`src/rtl/argmin_stream_out_pkg.sv`:
```
// argmin_stream_out_pkg: shared census/argmin defaults, entry flag layout and flag builder
package argmin_stream_out_pkg;
  localparam int COST_WIDTH_DEF = 8;
  localparam int DISP_WIDTH_DEF = 6;
  localparam int TREE_LATENCY_DEF = DISP_WIDTH_DEF;
  localparam int IMG_WIDTH_DEF = 320;
  localparam int IMG_HEIGHT_DEF = 240;
  localparam int FIFO_DEPTH_DEF = 8;
  localparam int FLAG_BITS = 5;
  typedef struct packed {
    logic conf;
    logic sol;
    logic eol;
    logic sof;
    logic eof;
  } flags_t;
  function automatic flags_t make_flags(input logic conf, input logic x_first, input logic x_last,
                                        input logic y_first, input logic y_last);
    return '{conf: conf, sol: x_first, eol: x_last, sof: x_first & y_first, eof: x_last & y_last};
  endfunction
endpackage

```
`src/rtl/argmin_stream_out_stream_fifo.sv`:
```
// stream_fifo: first-word-fall-through FIFO (push_i/wdata_i in, pop_i/rdata_o/valid_o out, full_o) with registered count
module stream_fifo #(
  parameter int WIDTH = 11,
  parameter int DEPTH = 8
) (
  input  logic             clk,
  input  logic             rst,
  input  logic             push_i,
  input  logic [WIDTH-1:0] wdata_i,
  input  logic             pop_i,
  output logic [WIDTH-1:0] rdata_o,
  output logic             valid_o,
  output logic             full_o
);
  localparam int AW = DEPTH > 1 ? $clog2(DEPTH) : 1;
  localparam int CW = AW + 1;
  logic [WIDTH-1:0] mem_q [DEPTH];
  logic [AW-1:0] wr_q, rd_q, wr_d, rd_d;
  logic [CW-1:0] count_q, count_d;
  assign valid_o = count_q != '0;
  assign full_o = count_q == CW'(DEPTH);
  assign rdata_o = valid_o ? mem_q[rd_q] : '0;
  always_comb begin
    wr_d = push_i ? wr_q + AW'(1) : wr_q;
    rd_d = pop_i ? rd_q + AW'(1) : rd_q;
    count_d = count_q + CW'(push_i) - CW'(pop_i);
  end
  always_ff @(posedge clk or negedge rst) begin
    if (!rst) begin
      wr_q <= '0;
      rd_q <= '0;
      count_q <= '0;
    end else begin
      wr_q <= wr_d;
      rd_q <= rd_d;
      count_q <= count_d;
    end
  end
  always_ff @(posedge clk) begin
    if (push_i) mem_q[wr_q] <= wdata_i;
  end
endmodule

```
`src/rtl/argmin_stream_out.sv`:
```
// argmin_stream_out: tracks validity through the en-gated argmin tree, thresholds cost, tags sol/eol/sof/eof, streams out via FIFO and drives tree_en
module argmin_stream_out
  import argmin_stream_out_pkg::*;
#(
  parameter int COST_WIDTH = COST_WIDTH_DEF,
  parameter int DISP_WIDTH = DISP_WIDTH_DEF,
  parameter int TREE_LATENCY = TREE_LATENCY_DEF,
  parameter int IMG_WIDTH = IMG_WIDTH_DEF,
  parameter int IMG_HEIGHT = IMG_HEIGHT_DEF,
  parameter int FIFO_DEPTH = FIFO_DEPTH_DEF
) (
  input  logic                  clk,
  input  logic                  rst,
  input  logic                  in_valid,
  output logic                  tree_en,
  input  logic [COST_WIDTH-1:0] min_cost,
  input  logic [DISP_WIDTH-1:0] min_disp,
  input  logic [COST_WIDTH-1:0] cost_thresh,
  output logic                  out_valid,
  input  logic                  out_ready,
  output logic [DISP_WIDTH-1:0] out_disp,
  output logic                  out_conf,
  output logic                  out_sol,
  output logic                  out_eol,
  output logic                  out_sof,
  output logic                  out_eof
);
  localparam int EW = DISP_WIDTH + FLAG_BITS;
  localparam int XW = $clog2(IMG_WIDTH + 1);
  localparam int YW = $clog2(IMG_HEIGHT + 1);
  logic [TREE_LATENCY-1:0] vpipe_q, vpipe_d;
  logic [XW-1:0] x_q, x_d;
  logic [YW-1:0] y_q, y_d;
  logic push, pop, full, conf, x_last, y_last;
  logic [DISP_WIDTH-1:0] disp_w;
  flags_t flags, out_flags;
  logic [EW-1:0] wdata, rdata;
  assign tree_en = ~full;
  assign push = tree_en & vpipe_q[TREE_LATENCY-1];
  assign pop = out_valid & out_ready;
  assign conf = min_cost <= cost_thresh;
  assign x_last = x_q == XW'(IMG_WIDTH - 1);
  assign y_last = y_q == YW'(IMG_HEIGHT - 1);
  assign flags = make_flags(conf, x_q == '0, x_last, y_q == '0, y_last);
  assign disp_w = conf ? min_disp : '0;
  assign wdata = {disp_w, flags};
  assign {out_disp, out_flags} = rdata;
  assign out_conf = out_flags.conf;
  assign out_sol = out_flags.sol;
  assign out_eol = out_flags.eol;
  assign out_sof = out_flags.sof;
  assign out_eof = out_flags.eof;
  always_comb begin
    vpipe_d = tree_en ? (vpipe_q << 1) | TREE_LATENCY'(in_valid) : vpipe_q;
    x_d = !push ? x_q : x_last ? '0 : x_q + XW'(1);
    y_d = !(push & x_last) ? y_q : y_last ? '0 : y_q + YW'(1);
  end
  always_ff @(posedge clk or negedge rst) begin
    if (!rst) begin
      vpipe_q <= '0;
      x_q <= '0;
      y_q <= '0;
    end else begin
      vpipe_q <= vpipe_d;
      x_q <= x_d;
      y_q <= y_d;
    end
  end
  stream_fifo #(.WIDTH(EW), .DEPTH(FIFO_DEPTH)) u_fifo (
    .clk(clk),
    .rst(rst),
    .push_i(push),
    .wdata_i(wdata),
    .pop_i(pop),
    .rdata_o(rdata),
    .valid_o(out_valid),
    .full_o(full)
  );
endmodule

```
`config.mk`:
```
export PLATFORM = sky130hd
export DESIGN_NAME = argmin_stream_out
export DESIGN_NICKNAME = d
export VERILOG_FILES = /design/src/rtl/argmin_stream_out_pkg.sv /design/src/rtl/argmin_stream_out_stream_fifo.sv /design/src/rtl/argmin_stream_out.sv
export SDC_FILE = /design/constraint.sdc
export NUM_CORES = 1
export LEC_CHECK = 0
export CELL_PAD_IN_SITES_DETAIL_PLACEMENT = 0
export CELL_PAD_IN_SITES_GLOBAL_PLACEMENT = 2
export CORE_AREA = 2 2 148 92
export DETAILED_ROUTE_END_ITERATION = 8
export DIE_AREA = 0 0 150 94
export GPL_TIMING_DRIVEN = 0
export PLACE_DENSITY_LB_ADDON = 0.2
export SLEW_MARGIN = 20
export SYNTH_ARGS = -nofsm -noshare
export SYNTH_HDL_FRONTEND = slang
export SYNTH_SLANG_ARGS = --single-unit
```
`constraint.sdc`:
```
create_clock -name clk -period 2.8 [get_ports clk]
set_input_delay 0.56 -clock clk [delete_from_list [all_inputs] [get_ports clk]]
set_output_delay 0.56 -clock clk [all_outputs]
set_load 0.01 [all_outputs]
```
* Word-level counts from Yosys, hierarchy flattened
Memory sizes are Yosys's and may differ from the RTL's. Index checks and enable logic that the tools add are counted.
Cells by class: $add $sub $neg 6, magnitude comparators 1, equality and inequality tests 3, muxes and demuxes 6, bitwise logic cells 7, reduce and logical (&&, ||, !) cells 3
Operator list (count):
- 11-bit two-way mux | 1
- 9-bit by 1-bit adder with 9-bit output (second input constant) | 1
- 9-bit equality test (second input constant) | 1
- 9-bit zero test | 1
- 9-bit two-way mux | 1
- 8-bit by 1-bit adder with 8-bit output (second input constant) | 1
- 8-bit equality test (second input constant) | 1
- 8-bit <= comparator | 1
- 8-bit zero test | 1
- 8-bit two-way mux | 1
- 3-bit by 1-bit adder with 3-bit output (second input constant) | 2
- 6-bit two-way mux | 1
- 6-bit by 1-bit bitwise OR with 6-bit output | 1
- 1-bit AND | 5
- 4-bit by 1-bit adder with 4-bit output | 1
- 4-bit equality test (second input constant) | 1
- 4-bit nonzero test | 1
- 4-bit by 1-bit subtractor with 4-bit output | 1
- 1-bit two-way mux | 2
- 1-bit NOT | 1
Storage, ports and cells: register bits 33, memory bits (writable) 88, output and inout port bits 13, logic and storage cells 33, memories 1
Memories:
- u_fifo.mem_q | depth 8, width 11, read ports 1, clocked after memory_dff 0, write ports 1, line argmin_stream_out_stream_fifo.sv:17 | logic [WIDTH-1:0] mem_q [DEPTH];

* Depth between registers and ports, before layout
Gate-level depths: netlist of the first run.
word-level depth 5, gate-level depth with buffers 10

* Hierarchy
Synthesis of the first run repeated with hierarchy kept, for this count alone.
Unflattened totals: cell total of the unflattened synthesis 340, area total of the unflattened synthesis 5363.9 sq um
Modules (own cells, without submodules):
- stream_fifo | times used 1, cells an instance 185, area each 3920.0 sq um
- argmin_stream_out | times used 1, cells an instance 155, area each 1443.9 sq um

* Worst setup path after synthesis of the first run
No wires, ideal clock.
kind register -> register, from register u_fifo.count_q[2], to memory u_fifo.mem_q[0][0], enable pin, arrival 2.081 ns, data required time 2.392 ns, setup slack 0.311 ns, stages on the path, launching flop included 7, clock period less this slack 2.489 ns, cells stage by stage dfrtp_1 -> inv_1 -> ha_1 -> or3b_1 -> buf_2 -> nand2_2 -> nor4_1
Between the ends: word-level cells in the longest chain between the ends 5
RTL lines:
- start, declared | line argmin_stream_out_stream_fifo.sv:19 | logic [CW-1:0] count_q, count_d;
- start signal, assigned | line argmin_stream_out_stream_fifo.sv:36 | count_q <= count_d;
- 4-bit equality test | line argmin_stream_out_stream_fifo.sv:21 | assign full_o = count_q == CW'(DEPTH);
- 1-bit NOT | line argmin_stream_out.sv:38 | assign tree_en = ~full;
- 1-bit AND | line argmin_stream_out.sv:39 | assign push = tree_en & vpipe_q[TREE_LATENCY-1];
- 1-bit two-way mux | line argmin_stream_out_stream_fifo.sv:40 | if (push_i) mem_q[wr_q] <= wdata_i;
- 1-bit two-way mux (implied by the code) | line argmin_stream_out_stream_fifo.sv:40
- end, declared | line argmin_stream_out_stream_fifo.sv:17
Every way passes these cells.

* Worst setup path after layout of the first run
from register u_fifo.rd_q[0], to output port out_conf
Between the ends: word-level cells in the longest chain between the ends 2
RTL lines:
- start, declared | line argmin_stream_out_stream_fifo.sv:18 | logic [AW-1:0] wr_q, rd_q, wr_d, rd_d;
- start signal, assigned | line argmin_stream_out_stream_fifo.sv:35 | rd_q <= rd_d;
- memory read 8 x 11 bit
- 11-bit two-way mux | line argmin_stream_out_stream_fifo.sv:22 | assign rdata_o = valid_o ? mem_q[rd_q] : '0;
- end, declared | line argmin_stream_out.sv:22 | output logic out_conf,
Every way passes these cells.

==> out/results.ini, run 1 <==
[layout]
mostFrequentLayoutCells = 88 x edfxtp_1, 33 x dfrtp_1, 27 x inv_1
layout_commonest_cell = edfxtp_1
final.fill_count = 1055
seqCellArea_um2 = 3470
multiInputGateArea_um2 = 1780
post_route_cells_drive_above_1_share_pct = 26.6
diodes = 0
final_nets = 474
syn2layout_area_growth_pct = 27.2

[logic_synthesis]
synth_compound_area_share_pct = 2.59
syn_avg_cell_area_um2 = 15.4
synthAdderAreaFrac_pct = 5.04
synth_top_area_share_pct = 49.2
synth_top_family_by_area = multiplexers
synth-main-ff-cell = edfxtp_1
netlist_instances = 348
synth_warnings = 0
synth_xor_area_share_pct = 1.80
yosysTopAreaCell = edfxtp_1
syn-num-nets = 395
async_reset_ff_share_pct = 27.3
yosysSeqAreaShare_pct = 64.6
ys_ff_latch = 121
synth_edf_count = 88
synth_mux_area_share_pct = 13.2
synth_area_um2 = 5370
yosys.area_share.simple_pct = 9.63
synthTopCellsByArea = edfxtp_1 49%, dfrtp_1 15%, mux4_2 9.2%
synthDistinctLibCells = 49

[critical_path]
r2r_start = u_fifo.count_q[2]
worstSetupPathType = register to output pin
cp_data_arrival_time_ns = 2.12
end_kind = output pin
cp.required_ns = 2.24
crit_path_start_kind = register
crit_fanout = 7
critPathMaxStageDelay_ns = 0.49
critPathLaunch = u_fifo.rd_q[0]
worstPathCellList = buf_6 > buf_12 > buf_4 > mux4_2 > mux2i_1 > nor2_1 > clkdlybuf4s15_1
crit_slowest_cell = mux4_2

[grt]
grt_first_pass_wirelength_mm = 17.5
antenna_found_initial = 0
grt_pass1_vias = 3085
track_usage_pct = 17.4
overflow = 0
grt_start_max_net_pins = 29

[place]
dp_hpwl_mm = 7.44
gp_congestion = 0.716
portBuffers = 38

[outcome]
status = completed

[die]
rows = 32
die_h_um = 94
pin_count = 39
coreArea_um2 = 12700
floorplan.initialDensity_pct = 42.4
dieWidth_um = 150
die_area_um2 = 14100

[sta]
tightestPinTransition_ns = 0.859
holdWs_ns = 0.504
rsz0062_at_grt = true
fin_crit_ns = 2.68
fmax_mhz = 373
slew_violations = 0
hold_viol = 0
finalCritPeriodShare_pct = 95.7
slew_headroom_pct = 42.6
fin_skew_ns = 0.0154
setup_viol = 0

[pwr]
ir_drop_v = 0.000478
p_leak_nw = 2.63
power_density_nw_per_um2 = 1050
total_power_w = 0.00715

[clock_network]
htreeDepth = 4
clk_latency_ns = 0.42
cts_inserted_buffers = 17
cts_tree = built
ctsLongestPathBuffers = 2
clock_sinks = 121
clkSlewWorstSetupHoldPaths_ns = 0.06
cts_root_buf = clkbuf_16

[drt]
dr.pass1.iters = 4
post-route-drc-count = 0
final_antenna_net_count = 0
wl_mm = 11.1
vias = 3094
routedWlPerCell_um = 18.2
vias_per_cell = 5.07
dr.first_iter.drc_count = 177

[hold_path]
hold_class = register to register
worstHoldStart = vpipe_q[0]

[run]
cap_violations = 0

routing by layer:
layer	wire length, um	up-vias	global-route usage, %
li1	-	1481	-
met1	5580	1535	26.1
met2	4880	76	24.2
met3	615	2	4.81
met4	31	0	6.13
met5	0	-	0
flip-flops by register name, summed over array words and instances, names as in the netlist:
signal / count
u_fifo.count_q: 4
u_fifo.mem_q: 88
u_fifo.rd_q: 3
u_fifo.wr_q: 3
vpipe_q: 6
x_q: 9
y_q: 8
report_power, final:
part / total (W) / internal (W) / leakage, nW / switching, W
Clock: 0.00215 / 0.00133 / 0.294 / 0.000825
Combinational: 0.00237 / 0.00120 / 1.10 / 0.00117
Sequential: 0.00262 / 0.00238 / 1.23 / 0.000237
cell families after synthesis:
family	Yosys count
buf+inv	39
simple gates	91
fa+ha+maj	21
flops	121
compound gates	23
xor+xnor	11
mux	42
critical path, delay by kind of cell, from the launching register on:
family / cells / cell delay [ns]
buf+inv: 4 / 0.59
flops: 1 / 0.37
mux: 2 / 0.67
simple gates: 1 / 0.06
area by class of cell:
type	count	share of cell area (%)
Sequential cell	121	50.8
Clock buffer	17	6.23
Inverter	28	1.54
Multi-Input combinational cell	188	26.0
Timing Repair Buffer	60	8.19
Tap cell	170	3.12
Buffer	11	1.67
Clock inverter	15	2.42
repair_timing:
item | CTS | global route
hold buffers | 1 | 0
setup endpoints to repair | 13 | 62
endpoints found under the hold margin | 5 | 0
gates cloned | 0 | 0
buffers inserted | 4 | 10
resized for setup | 33 | 12
worst paths after layout:
kind,to,slack [ns],depth (start not counted)
max,out_conf,0.12,7
max reg2reg,u_fifo.mem_q[4][6],0.23,9
max in group asynchronous,u_fifo.count_q[0],1.88,3
min reg2reg,vpipe_q[0],0.50,1
min,vpipe_q[0],0.50,1
min in group asynchronous,y_q[3],0.51,2
per-stage QoR:
step	worst slack, ns	utilization [%]	cell area [um^2]	cells	TNS, ns
after floorplan	0.311	-	5370	348	0
after global placement	-0.776	47.1	5960	556	-42.91
after detailed placement	-0.356	47.9	6070	563	-19.18
after CTS	-0.0390	53.3	6740	600	-0.0390
after global routing	-0.0314	54.0	6830	610	-0.447
final	0.121	54.0	6830	610	0
synth_stat cells, drive strengths merged (2+ instances only):
cell type and count:
edfxtp 88, ha 20, o211ai 2, nor4 2
a21o 2, nand2 15, nand2b 2, mux2 9
a21oi 8, buf 9, nor3b 7, and3 3
nor3 5, inv 28, nor2 23, nand4 7
dfrtp 33, nor2b 2, mux2i 11, and4 2
or3 4, mux4 22, o21ai 8, nand3 12
xnor2 7, clkbuf 2, xor2 4
Power figures use the tool's default switching activity.
==> run 2, diff against run 1 <==
--- a/config.mk
+++ b/config.mk
@@ -15,4 +15,5 @@
 export SLEW_MARGIN = 20
 export SYNTH_ARGS = -nofsm -noshare
 export SYNTH_HDL_FRONTEND = slang
+export SYNTH_HIERARCHICAL = 1
 export SYNTH_SLANG_ARGS = --single-unit
==> run 2 against run 1 <==
Fmax down 2.4%. Cell count fell by 3.6%. Sequential power is essentially flat. Register-to-register slack better by 0.03 ns. Highest routed layer unchanged. Die area is the same.
==> out/results.ini, run 2 <==
[drt]
dr.first_iter.drc_count = 191  ; was 177
vias = 3061  ; was 3094
vias_per_cell = 5.21  ; was 5.07
wl_mm = 10.7  ; was 11.1 mm
routedWlPerCell_um = 18.2  ; about the same
post-route-drc-count = 0  ; unchanged
final_antenna_net_count = 0  ; unchanged
dr.pass1.iters = 6  ; was 4

[logic_synthesis]
synth_area_um2 = 5360  ; was 5370 um^2
yosysSeqAreaShare_pct = 64.7  ; was 64.6%
synth_warnings = 6  ; was 0
synthDistinctLibCells = 45  ; was 49
yosysTopAreaCell = edfxtp_1  ; unchanged
synthTopCellsByArea = edfxtp_1 49%, dfrtp_1 15%, mux4_2 5.0%  ; was edfxtp_1 49%, dfrtp_1 15%, mux4_2 9.2%
syn_avg_cell_area_um2 = 15.8  ; was 15.4 um^2
syn-num-nets = 387  ; was 395
async_reset_ff_share_pct = 27.3  ; unchanged
synth-main-ff-cell = edfxtp_1  ; unchanged
synth_edf_count = 88  ; unchanged
synth_top_area_share_pct = 49.3  ; was 49.2%
synthTopCellsByCount = 88 x edfxtp_1, 33 x dfrtp_1, 27 x inv_1  ; unchanged
yosysMostFrequentCell = edfxtp_1  ; unchanged
netlist_instances = 340  ; was 348
ys_ff_latch = 121  ; unchanged

[critical_path]
reg2reg_to = u_fifo/mem_q[5][2]  ; was u_fifo.mem_q[4][6]
crit_path_start_kind = register  ; unchanged
end_kind = output pin  ; unchanged
r2r_start = u_fifo/count_q[2]  ; was u_fifo.count_q[2]
worstSetupPathType = register to output pin  ; unchanged
cp_data_arrival_time_ns = 2.19  ; was 2.12 ns
crit_fanout = 10  ; was 7
reg2reg_slack_ns = 0.26  ; was 0.23 ns
r2r_cells = 8  ; was 9
cp.required_ns = 2.24  ; about the same

[grt]
antenna_found_initial = 0  ; unchanged
track_usage_pct = 16.9  ; was 17.4%
overflow = 0  ; unchanged
grt_pass1_vias = 2982  ; was 3085
grt_first_pass_wirelength_mm = 16.9  ; was 17.5 mm
grt_start_max_net_pins = 31  ; was 29

[sta]
hold_viol = 0  ; unchanged
slew_headroom_pct = 38.8  ; was 42.6%
slew_violations = 0  ; unchanged
fmax_mhz = 364  ; was 373 MHz
fin_crit_ns = 2.75  ; was 2.68 ns
finalCritPeriodShare_pct = 98.1  ; was 95.7%
rsz0062_at_grt = true  ; unchanged
setup_viol = 0  ; unchanged
tns_ns = 0  ; unchanged
fin_ws_ns = 0.0540  ; was 0.121 ns
fin_skew_ns = 0.00753  ; was 0.0154 ns
tightestPinTransition_ns = 0.919  ; was 0.859 ns

[layout]
final.fill_count = 1080  ; was 1055
top_regs = u_fifo/mem_q (88), x_q (9), y_q (8)  ; was u_fifo.mem_q (88), x_q (9), y_q (8)
mostFrequentLayoutCells = 88 x edfxtp_1, 33 x dfrtp_1, 26 x inv_1, 26 x clkdlybuf4s50_1, 20 x ha_1  ; was 88 x edfxtp_1, 33 x dfrtp_1, 27 x inv_1
post_route_cells_drive_above_1_share_pct = 23.4  ; was 26.6%
final_cells = 588  ; was 610
layout_commonest_cell = edfxtp_1  ; unchanged
largest_reg_flops = 88  ; unchanged
diodes = 0  ; unchanged
seqCellArea_um2 = 3470  ; unchanged
multiInputGateArea_um2 = 1780  ; about the same
stdcell_area_um2 = 6690  ; was 6830 um^2
largest_register = u_fifo/mem_q  ; was u_fifo.mem_q
syn2layout_area_growth_pct = 24.7  ; was 27.2%
final_nets = 452  ; was 474

[place]
dp_slack_ns = -0.324  ; was -0.356 ns
place_area_um2 = 6020  ; was 6070 um^2
dp.cells = 551  ; was 563
dp_hpwl_mm = 7.14  ; was 7.44 mm
gp_congestion = 0.724  ; was 0.716
portBuffers = 38  ; unchanged

[outcome]
status = completed  ; unchanged

[die]
die_h_um = 94  ; unchanged
floorplan.initialDensity_pct = 42.4  ; about the same
die_area_um2 = 14100  ; unchanged
rows = 32  ; unchanged
coreArea_um2 = 12700  ; unchanged
pin_count = 39  ; unchanged
dieWidth_um = 150  ; unchanged

[clock_network]
cts_root_buf = clkbuf_16  ; unchanged
cts_tree = built  ; unchanged
ctsLongestPathBuffers = 2  ; unchanged
clock_sinks = 121  ; unchanged
clkSlewWorstSetupHoldPaths_ns = 0.05  ; was 0.06 ns
htreeDepth = 4  ; unchanged
cts_inserted_buffers = 17  ; unchanged
clk_latency_ns = 0.41  ; was 0.42 ns

[pwr]
ir_drop_v = 0.000541  ; was 0.000478 V
power_density_nw_per_um2 = 1050  ; about the same
p_leak_nw = 2.55  ; was 2.63 nW

[hold_path]
hold_class = input pin to async pin  ; was register to register

[run]
cap_violations = 0  ; unchanged

[run 2: where the power goes]
part	internal, W	switching (W)	total, W
combinational	0.00108	0.00115	0.00224
sequential	0.00239	0.000208	0.00260
clock	0.00140	0.000798	0.00220
[run 2: per-stage QoR]
step	hold slack [ns]	util, %	total power [W]
after floorplan	0.264	-	0.00400
after global placement	0.476	47.1	0.00480
after global routing	0.514	52.9	0.00742
final	0.496	52.9	0.00703
after CTS	0.478	52.9	0.00717
after detailed placement	0.387	47.5	0.00490
[run 2: routing by layer]
layer | track usage, % | part of all wire (%)
met1 | 25.7 | 50
met2 | 22.8 | 42
met3 | 4.66 | 6.1
met4 | 6.84 | 1.2
met5 | 0 | 0
[run 2: critical path: stages, from the launching register on]
cell           delay, ns
dfrtp_1             0.37
inv_2               0.07
ha_1                0.16
or3b_4              0.38
and2_4              0.18
buf_6               0.15
a22o_1              0.20
dlygate4sd2_1       0.28
[run 2: worst max-delay path by stage]
stage                 startpoint                 end  slack (ns)  cells after the start
2_1_floorplan  u_fifo/count_q[2]  u_fifo/mem_q[2][0]        0.17                      8
3_3_place_gp   u_fifo/count_q[2]  u_fifo/mem_q[0][8]       -0.92                      8
3_5_place_dp      cost_thresh[1]  u_fifo/mem_q[1][8]       -0.32                      7
4_1_cts        u_fifo/count_q[2]         out_disp[2]       -0.04                      7
5_1_grt        u_fifo/count_q[2]         out_disp[4]       -0.03                      7
6_report       u_fifo/count_q[2]             out_sof        0.05                      7
[run 2: repair_timing]
action,CTS,global route
setup endpoints to repair,88,66
endpoints found under the hold margin,3,0
setup buffers,4,0
hold buffers,1,0
resized for setup,29,17
[run 2: layout make-up]
class	count	share of cell area, %
repair buffers	46	6.32
flip-flops and latches	121	51.8
clock inverters	15	2.66
well taps	170	3.18
multi-input cells	181	26.6
plain buffers	11	1.50
inverters	27	1.51
clock buffers	17	6.36
[run 2: cell families after synthesis]
group                    share of synthesized area [%]
flip-flops                                        64.7
AND/OR/NAND/NOR                                   8.42
AO/OA/AOI/OAI                                     4.78
buffers and inverters                             3.52
multiplexers                                      11.6
adder cells (fa/ha/maj)                           5.04
XOR/XNOR                                          1.96
==> run 3, diff against run 2 <==
--- a/config.mk
+++ b/config.mk
@@ -11,6 +11,7 @@
 export DETAILED_ROUTE_END_ITERATION = 8
 export DIE_AREA = 0 0 150 94
 export GPL_TIMING_DRIVEN = 0
+export MAX_ROUTING_LAYER = met4
 export PLACE_DENSITY_LB_ADDON = 0.2
 export SLEW_MARGIN = 20
 export SYNTH_ARGS = -nofsm -noshare
==> run 3 against run 2 <==
Sequential power about the same. Via count down 0.46%. Global-route usage up 0.53 points. Critical path depth unchanged. Wire length up 0.45%. Cell count unchanged. Largest power group unchanged.
==> out/results.ini, run 3 (synthesis results as in run 2) <==
[clock_network]
htreeDepth = 4  ; unchanged
cts_tree = built  ; unchanged
clock_sinks = 121  ; unchanged
cts_inserted_buffers = 17  ; unchanged
cts_root_buf = clkbuf_16  ; unchanged
clkSlewWorstSetupHoldPaths_ns = 0.06  ; was 0.05 ns
ctsLongestPathBuffers = 2  ; unchanged
clk_latency_ns = 0.41  ; about the same

[sta]
rsz0062_at_grt = true  ; unchanged
setup_viol = 0  ; unchanged
fin_crit_ns = 2.75  ; about the same
slew_headroom_pct = 37.0  ; was 38.8%
fmax_mhz = 364  ; about the same
tightestPinTransition_ns = 0.945  ; was 0.919 ns
fin_skew_ns = 0.00832  ; was 0.00753 ns
hold_viol = 0  ; unchanged
fin_ws_ns = 0.0526  ; was 0.0540 ns
slew_violations = 0  ; unchanged
finalCritPeriodShare_pct = 98.1  ; about the same

[run]
cap_violations = 0  ; unchanged

[layout]
multiInputGateArea_um2 = 1780  ; unchanged
seqCellArea_um2 = 3470  ; unchanged
top_regs = u_fifo/mem_q (88), x_q (9), y_q (8)  ; unchanged
largest_register = u_fifo/mem_q  ; unchanged
diodes = 0  ; unchanged
final.fill_count = 1080  ; unchanged
final_nets = 452  ; unchanged
layout_commonest_cell = edfxtp_1  ; unchanged
syn2layout_area_growth_pct = 24.7  ; unchanged
final_cells = 588  ; unchanged
mostFrequentLayoutCells = 88 x edfxtp_1, 33 x dfrtp_1, 26 x inv_1, 26 x clkdlybuf4s50_1, 20 x ha_1  ; unchanged
largest_reg_flops = 88  ; unchanged
post_route_cells_drive_above_1_share_pct = 23.4  ; unchanged

[die]
rows = 32  ; unchanged
floorplan.initialDensity_pct = 42.4  ; unchanged
die_area_um2 = 14100  ; unchanged
pin_count = 39  ; unchanged
die_h_um = 94  ; unchanged
dieWidth_um = 150  ; unchanged
coreArea_um2 = 12700  ; unchanged

[drt]
post-route-drc-count = 0  ; unchanged
vias = 3047  ; was 3061
vias_per_cell = 5.18  ; was 5.21
dr.pass1.iters = 4  ; was 6
routedWlPerCell_um = 18.3  ; was 18.2 um
dr.first_iter.drc_count = 232  ; was 191
final_antenna_net_count = 0  ; unchanged
wl_mm = 10.8  ; was 10.7 mm

[critical_path]
crit_fanout = 10  ; unchanged
end_kind = output pin  ; unchanged
crit_path_start_kind = register  ; unchanged
r2r_cells = 8  ; unchanged
cp.required_ns = 2.24  ; about the same
worstSetupPathType = register to output pin  ; unchanged
cp_data_arrival_time_ns = 2.19  ; about the same

[place]
dp_slack_ns = -0.324  ; unchanged
portBuffers = 38  ; unchanged
dp.cells = 551  ; unchanged
dp_hpwl_mm = 7.14  ; unchanged
gp_congestion = 0.733  ; was 0.724

[grt]
grt_start_max_net_pins = 31  ; unchanged
track_usage_pct = 17.5  ; was 16.9%
grt_pass1_vias = 2984  ; was 2982
antenna_found_initial = 0  ; unchanged
overflow = 0  ; unchanged
grt_first_pass_wirelength_mm = 16.9  ; about the same

[pwr]
power_density_nw_per_um2 = 1050  ; about the same
ir_drop_v = 0.000538  ; was 0.000541 V
total_power_w = 0.00703  ; about the same
p_leak_nw = 2.55  ; unchanged

[outcome]
status = completed  ; unchanged

[hold_path]
hold_class = input pin to async pin  ; unchanged

[run 3: cell counts in the layout (fill, tap and decap cells not counted)]
No cell type changed its count.
[run 3: timing repair]
action,4_1_cts,5_1_grt
hold endpoints to repair,3,0
hold buffers,1,0
gates resized for setup,29,17
setup buffers,4,0
setup endpoints to repair,88,66
[run 3: final timing paths]
path / slack [ns] / start / to
setup / recovery: 0.05 / u_fifo/count_q[2] / out_sof
hold / removal: 0.50 / rst / y_q[1]
setup reg to reg: 0.26 / u_fifo/count_q[2] / u_fifo/mem_q[5][2]
hold reg to reg: 0.50 / u_fifo/rd_q[2] / u_fifo/rd_q[2]
max in group asynchronous: 1.92 / rst / u_fifo/count_q[1]
min in group clk: 0.50 / u_fifo/rd_q[2] / u_fifo/rd_q[2]
[run 3: worst max-delay path: stages, from the launching register on]
cell	delay, ns
dfrtp_1	0.37
inv_2	0.07
ha_1	0.16
or3b_4	0.38
and2_4	0.18
buf_6	0.15
a22o_1	0.20
dlygate4sd2_1	0.28
[run 3: where the power goes]
| group | total [W] | switching, W | internal (W) |
|---|---|---|---|
| Combinational | 0.00223 | 0.00114 | 0.00108 |
| Clock | 0.00220 | 0.000799 | 0.00140 |
| Sequential | 0.00260 | 0.000207 | 0.00239 |
[run 3: per-layer routing]
metal | GRT usage, % | wire [um] | up-vias
li1 | - | - | 1433
met1 | 25.9 | 5490 | 1547
met2 | 22.8 | 4650 | 58
met3 | 4.51 | 490 | 9
met4 | 7.08 | 129 | 0
met5 | - | 0 | -
[run 3: cell type report]
class	count	area share, %
clock inverters	15	2.66
clock buffers	17	6.36
flip-flops and latches	121	51.8
well taps	170	3.18
plain buffers	11	1.50
repair buffers	46	6.32
inverters	27	1.51
multi-input cells	181	26.6
[run 3: stage by stage]
stage          hold slack [ns]  util (%)  TNS (ns)  cell area, um^2
6_report                 0.496      52.9         0             6690
2_1_floorplan            0.264         -         0             5360
4_1_cts                  0.478      52.9   -0.0377             6700
3_5_place_dp             0.387      47.5    -19.84             6020
5_1_grt                  0.515      52.9   -0.0541             6690
3_3_place_gp             0.476      47.1    -52.30             5960
